===== src/rtl/serial_subtractor.sv =====
`default_nettype none
// ============================================================================
// Module   : serial_subtractor
// Brief    : Multi-cycle a - b - borrow_in, one nibble per clock, LSB first,
//            through a registered borrow chain under a start/done handshake.
//            Optional signed-overflow flag enabled by SERIAL_SUBTRACTOR_OVF_EN
//            (undefined: overflow tied 0, sign tracking registers removed).
// Revision : 1.0 - initial release
// ============================================================================
module serial_subtractor #(
    parameter int NUM_BITS = 16
) (
    input  logic                clk,
    input  logic                n_rst,
    input  logic                start,
    input  logic [NUM_BITS-1:0] a,
    input  logic [NUM_BITS-1:0] b,
    input  logic                borrow_in,
    output logic                busy,
    output logic                done,
    output logic [NUM_BITS-1:0] diff,
    output logic                borrow_out,
    output logic                overflow
);

    localparam int c_NIBS  = NUM_BITS / 4;
    localparam int c_CNT_W = (c_NIBS > 1) ? $clog2(c_NIBS) : 1;
    localparam logic [c_CNT_W-1:0] c_LAST = c_CNT_W'(c_NIBS - 1);

    typedef enum logic [1:0] {
        S_IDLE = 2'd0,
        S_RUN  = 2'd1,
        S_DONE = 2'd2
    } state_t;

    state_t              r_state;
    logic [NUM_BITS-1:0] r_a;
    logic [NUM_BITS-1:0] r_b;
    logic [NUM_BITS-1:0] r_acc;
    logic [c_CNT_W-1:0]  r_cnt;
    logic                r_borrow;
    logic                r_busy;
    logic                r_done;
    logic [NUM_BITS-1:0] r_diff;
    logic                r_bout;

    logic [4:0]          w_sum;
    logic [NUM_BITS-1:0] w_acc_next;
    logic                w_last;

    // Nibble step: a_n + ~b_n + ~borrow; the accumulator gets nibble k patched in
    always_comb begin
        w_sum      = {1'b0, r_a[3:0]} + {1'b0, ~r_b[3:0]} + {4'b0000, ~r_borrow};
        w_acc_next = r_acc;
        w_acc_next[{r_cnt, 2'b00} +: 4] = w_sum[3:0];
        w_last     = (r_state == S_RUN) && (r_cnt == c_LAST);
    end

    // Control FSM, operand shift registers, borrow chain and result registers
    always_ff @(posedge clk) begin
        if (!n_rst) begin
            r_state  <= S_IDLE;
            r_a      <= '0;
            r_b      <= '0;
            r_acc    <= '0;
            r_cnt    <= '0;
            r_borrow <= 1'b0;
            r_busy   <= 1'b0;
            r_done   <= 1'b0;
            r_diff   <= '0;
            r_bout   <= 1'b0;
        end else begin
            r_done <= 1'b0;
            case (r_state)
                S_IDLE: begin
                    if (start) begin
                        r_a      <= a;
                        r_b      <= b;
                        r_borrow <= borrow_in;
                        r_cnt    <= '0;
                        r_busy   <= 1'b1;
                        r_state  <= S_RUN;
                    end
                end
                S_RUN: begin
                    r_acc    <= w_acc_next;
                    r_borrow <= ~w_sum[4];
                    r_a      <= r_a >> 4;
                    r_b      <= r_b >> 4;
                    if (w_last) begin
                        // Result registers see the final nibble on this same edge
                        r_diff  <= w_acc_next;
                        r_bout  <= ~w_sum[4];
                        r_busy  <= 1'b0;
                        r_done  <= 1'b1;
                        r_state <= S_DONE;
                    end else begin
                        r_cnt <= r_cnt + 1'b1;
                    end
                end
                S_DONE: begin
                    r_state <= S_IDLE;
                end
                default: begin
                    r_state <= S_IDLE;
                end
            endcase
        end
    end

`ifdef SERIAL_SUBTRACTOR_OVF_EN
    logic r_a_msb;
    logic r_b_msb;
    logic r_ovf;

    // Capture operand signs at accept; flag overflow together with diff
    always_ff @(posedge clk) begin
        if (!n_rst) begin
            r_a_msb <= 1'b0;
            r_b_msb <= 1'b0;
            r_ovf   <= 1'b0;
        end else begin
            if (r_state == S_IDLE && start) begin
                r_a_msb <= a[NUM_BITS-1];
                r_b_msb <= b[NUM_BITS-1];
            end
            if (w_last) begin
                r_ovf <= (r_a_msb != r_b_msb) && (w_acc_next[NUM_BITS-1] != r_a_msb);
            end
        end
    end

    assign overflow = r_ovf;
`else
    assign overflow = 1'b0;
`endif

    assign busy       = r_busy;
    assign done       = r_done;
    assign diff       = r_diff;
    assign borrow_out = r_bout;

endmodule
`default_nettype wire


===== config.mk =====
export PLATFORM = sky130hd
export DESIGN_NAME = serial_subtractor
export DESIGN_NICKNAME = d
export VERILOG_FILES = /design/src/rtl/serial_subtractor.sv
export SDC_FILE = /design/constraint.sdc
export NUM_CORES = 1
export LEC_CHECK = 0
export CORE_UTILIZATION = 53
export DETAILED_ROUTE_END_ITERATION = 12
export GPL_ROUTABILITY_DRIVEN = 0
export PLACE_DENSITY = 0.79
export SYNTH_ARGS = -nofsm -noshare
export SYNTH_HDL_FRONTEND = slang
export SYNTH_SLANG_ARGS = --single-unit

===== constraint.sdc =====
create_clock -name clk -period 2.35 [get_ports clk]
set_clock_uncertainty 0.1 [all_clocks]
set_input_delay 0.47 -clock clk [delete_from_list [all_inputs] [get_ports clk]]
set_output_delay 0.47 -clock clk [all_outputs]
set_load 0.01 [all_outputs]

# After elaboration in Yosys (flattened, before gate mapping)
# Index checks and enable logic that the tools add are counted.
# word_totals
latch_bits	0
ram_bits	0
input_bits	36
regBits	72
memories	0
rom_bits	0
output_inout_bits	20
wordCells	50
# classes
mul	0
n_eq_ne	5
n_reduce_logical	9
magnitude_cmp	0
div_mod_pow	0
n_addsub	4
n_bitwise	3
shifts	2
mux	17
# op_table
cell	count
16-bit case mux with 2 select lines	2
16-bit two-way mux	2
16-bit bitwise mux	1
4-bit by 6-bit variable shift with 16-bit output (first input constant)	1
4-bit by 6-bit indexed part select with 16-bit output	1
2-bit two-way mux	4
2-bit case mux with 2 select lines	2
2-bit AND reduction	4
2-bit != test (second input constant)	3
4-bit negation with 6-bit output	1
3-bit AND reduction	2
4-bit by 4-bit adder with 5-bit output	1
5-bit by 1-bit adder with 5-bit output	1
1-bit two-way mux	4
4-bit inverter	1
1-bit case mux with 2 select lines	2
2-bit by 1-bit adder with 2-bit output (second input constant)	1
2-bit by 1-bit equality test with 1-bit output (second input constant)	1
2-bit equality test (second input constant)	1
2-bit logical NOT	1
1-bit inverter	2
2-bit nonzero test	1
1-bit logical AND	1

# Logic depth before layout (Yosys ltp)
# Gate-level depths: netlist (run 1).
# depth
depth_word	5
mapped_depth	7
mapped_depth_nobuf	7

# Worst setup path before layout (run 1)
# Ideal clock, no wire load.
# synth_timing
path_type	register -> register
from	reg r_a[0]
to	reg r_acc[10]
t_arrival_ns	1.839
setup_slack_ns	0.293
stages_incl_launch_ff	8
t_required_ns	2.132
n_path_buf	0
setup_ns	0.118
synth_period_minus_slack_ns	2.057
path_cell_list	dfxtp_1 inv_1 fa_1 fa_1 xor2_1 nor2_1 a22oi_1 nor2b_1
# synth_between
elab_chain_len	4
# synth_rtl
element	line_no	source
start: declaration	37	logic [NUM_BITS-1:0] r_a;
start signal: assignment	88	r_a <= r_a >> 4;
4-bit by 4-bit adder with 5-bit output	53	w_sum = {1'b0, r_a[3:0]} + {1'b0, ~r_b[3:0]} + {4'b0000, ~r_borrow};
5-bit by 1-bit adder with 5-bit output	53	
4-bit by 6-bit indexed part select with 16-bit output	55	w_acc_next[{r_cnt, 2'b00} +: 4] = w_sum[3:0];
16-bit bitwise mux	55	
end signal: assignment	86	r_acc <= w_acc_next;
end: declaration	39	logic [NUM_BITS-1:0] r_acc;
# Every way passes these cells.
# A chain may end at the register's enable or synchronous reset.

# Worst setup path in the final report (run 1)
# layout_timing
from	reg r_cnt[0]
to	reg r_diff[5] (netlist: diff[5])
# layout_between
elab_chain_len	3
elab_cells_between_ends	7
cone_classes	add/sub: 1; eq/ne: 1; shift: 2; mux: 1; reduce/logical: 2
# layout_rtl
element	line_no	source
start: declaration	40	logic [c_CNT_W-1:0] r_cnt;
start signal: assignment	98	r_cnt <= r_cnt + 1'b1;
4-bit negation with 6-bit output or 2-bit equality test (tied branches)	55, 56	
4-bit by 6-bit indexed part select with 16-bit output (tied with other cells)	55	
16-bit bitwise mux or 2-bit AND reduction (tied branches)	-	
end signal: assignment	92	r_diff <= w_acc_next;
end: declaration	44	logic [NUM_BITS-1:0] r_diff;
# Parallel ways exist; a longest one is shown, timed or not.

==> impl_metrics.tcl, run 1 <==
set metrics [dict create \
    vias 3042 \
    die_area_um2 6740 \
    synth_fa_ha_area_share_pct 4.49 \
    drt-initial-drc-count 188 \
    drive_gt1_share_pct 8.81 \
    vdd_ir_drop_max_mv 0.400 \
    synth_compound_area_share_pct 23.0 \
    mostFrequentLayoutCells "dfxtp_1 (72), nand2_1 (67), clkdlybuf4s50_1 (53)" \
    drc 0 \
    maxCapViolations 0 \
    crit_fanout 8 \
    setup_tns_ps 0 \
    synth_simple_gate_area_share_pct 23.2 \
    crit_slowest_cell "or4_4" \
    crit_type "register to register" \
    avgSynthCellArea_um2 8.59 \
    worst-r2r-cell-count 6 \
    die_h_um 82.1 \
    r2r-end "diff[5]$_SDFFE_PN0P_" \
    synth_top_family_by_area "simple AND/OR/NAND/NOR gates" \
    worst-endpoint-required_ps 2550 \
    fillCellCount 487 \
    syn_inst 396 \
    coreArea_um2 6060 \
    post_drt_wl_per_cell_um 15.0 \
    hold_viol 0 \
    ys_ff_latch 72 \
    synthMuxAreaShare_pct 0.331 \
    cts_resized 0 \
    yosysWarnings 0 \
    grt_overflow 0 \
    ys_seq_area_share_pct 42.4 \
    min_path_type "register to register" \
    p_leak_uw 0.00190 \
    first_pass_iters 4 \
    setup_viol 0 \
    cts.reportedPaths.clkPinSlew_ps 80 \
    stdcell_area_um2 4250 \
    post_dp_cell_area_um2 4040 \
    drt-vias-per-instance 5.75 \
    seq_area_um2 1440 \
    cts_setup_buffers 0 \
    ys_async_sr_fraction_pct 0 \
    synth_nets 443 \
    port_buffers 54 \
    ys.flop_type "dfxtp_1" \
    critPathMaxStageDelay_ps 530 \
    path_cells "inv_2, ha_1, inv_1, or4_4, o221ai_1, o211a_1" \
    area_delta_synth_final_pct 25.0 \
    startpoint "r_cnt[0]$_SDFFE_PN0P_" \
    synth_edf_count 0 \
    min_period_ps 2200 \
    clock-sinks 72 \
    tritoncts "yes" \
    power_density_nw_per_um2 651 \
    grt_start_max_net_pins 45 \
    clk_latency_ps 350 \
    finalWirelength_mm 7.92 \
    hold_depth 2 \
    setup.worst_path.end_class "register" \
    multiInputGateArea_um2 1760 \
    hpwl_mm 5.61 \
    rows 28 \
    yosysUniqueCellTypes 42 \
    clockBufferDepth 2 \
    first_global_vias 2780 \
    clockRootBuffer "clkbuf_8" \
    startpoint_type "register" \
    max_freq_mhz 455 \
    final_util_pct 70.1 \
    grt_usage_pct 25.9 \
    synth_xor_area_share_pct 0.515 \
    die_w_um 82.1 \
    reg2reg_from "r_cnt[0]$_SDFFE_PN0P_" \
    drtAntennaViolNets 0 \
    fin_nets 496 \
    holdWs_ps 381 \
    min_from "r_acc[11]$_SDFFE_PN0P_" \
    period_share_pct 93.5 \
    diodes 0 \
    drv_slew 0 \
    cts_buffers 9 \
    hold_buffers 0 \
    critPathArrivalTime_ps 2400 \
    io_pins 56 \
    antenna_found_initial 0 \
    hold_end "r_acc[11]$_SDFFE_PN0P_" \
    cts-htree-levels 3 \
    rrSetupSlack_ps 150 \
    netlist_area_um2 3400 \
    power_uw 2770 \
    rsz0062_at_grt "false" \
    status "complete, no violations" \
    final_common_cell "dfxtp_1" \
    grt_first_pass_wirelength_mm 13.1 \
    initial_core_util_pct 56.1 \
]
## critical path: cells and delay by family (launching register included)
kind	cells	cell delay [ps]
compound gates	2	400
fa+ha+maj	1	380
simple gates	1	530
buf+inv	2	260
flops	1	480
## worst max-delay path by stage
stage               depth (start not counted)  slack, ps                      to
floorplan                                   7        290  r_acc[10]$_SDFFE_PN0P_
global placement                            8        230   r_acc[2]$_SDFFE_PN0P_
detailed placement                          8        140  r_acc[10]$_SDFFE_PN0P_
CTS                                         8        100  r_acc[10]$_SDFFE_PN0P_
global route                                8         40  r_acc[10]$_SDFFE_PN0P_
finish                                      6        150    diff[5]$_SDFFE_PN0P_
## layer usage
layer | vias up | GRT usage, % | part of all wire [%]
li1 | 1493 | - | -
met1 | 1438 | 35.5 | 49
met2 | 99 | 38.9 | 45
met3 | 12 | 5.60 | 5.1
met4 | 0 | 11.6 | 1.7
met5 | - | 0 | 0
## cells in the mapped netlist, types with 4 or more instances
cell / instances / share of area, %
nand3_1: 29 / 4.3
nand2_1: 67 / 7.4
a22oi_1: 17 / 3.8
dfxtp_1: 72 / 42
o211a_1: 31 / 9.1
ha_1: 9 / 3.3
buf_2: 6 / 0.88
and2_1: 8 / 1.5
clkbuf_1: 18 / 2.0
a21oi_1: 13 / 1.9
o221ai_1: 14 / 3.6
nor2b_1: 26 / 4.8
and3_1: 7 / 1.3
inv_1: 24 / 2.6
nor2_1: 8 / 0.88
o21ai_0: 14 / 2.1
o31ai_1: 4 / 0.88
## kinds of logic after synthesis
family | Yosys count
AND/OR/NAND/NOR | 158
AO/OA/AOI/OAI | 100
flip-flops | 72
buffers and inverters | 51
adder cells (fa/ha/maj) | 11
XOR/XNOR | 2
other | 1
multiplexers | 1
## flip-flops by register name, indices dropped and copies added, names as in the netlist
| register | count |
|---|---|
| busy | 1 |
| r_borrow | 1 |
| r_state | 2 |
| r_a | 16 |
| r_cnt | 2 |
| diff | 16 |
| borrow_out | 1 |
| done | 1 |
| r_acc | 16 |
| r_b | 16 |
## area by class of cell
cell class | count | share of cell area (%)
multi-input cells | 273 | 41.4
inverters | 25 | 2.21
flip-flops and latches | 72 | 33.9
well taps | 75 | 2.21
repair buffers | 68 | 15.4
clock inverters | 5 | 1.30
clock buffers | 11 | 3.56
## power by group
part           switching, uW  internal (uW)  leakage [uW]  total [uW]
Combinational            248            211       0.00121         459
Sequential              35.1           1280      0.000588        1310
Clock                    455            544      0.000101         999
## per-stage QoR
step | cells | worst slack [ps]
2_1_floorplan | 396 | 293
3_3_place_gp | 513 | 227
3_5_place_dp | 513 | 140
4_1_cts | 529 | 101
5_1_grt | 529 | 35.1
6_report | 529 | 152
(Power assumes the default switching activity.)
==> run 2, diff against run 1 <==
SKIP_CTS_REPAIR_TIMING = 1   (was unset)
==> results of run 2 <==
No change in the layout: final DEF, timing and power equal those of run 1.
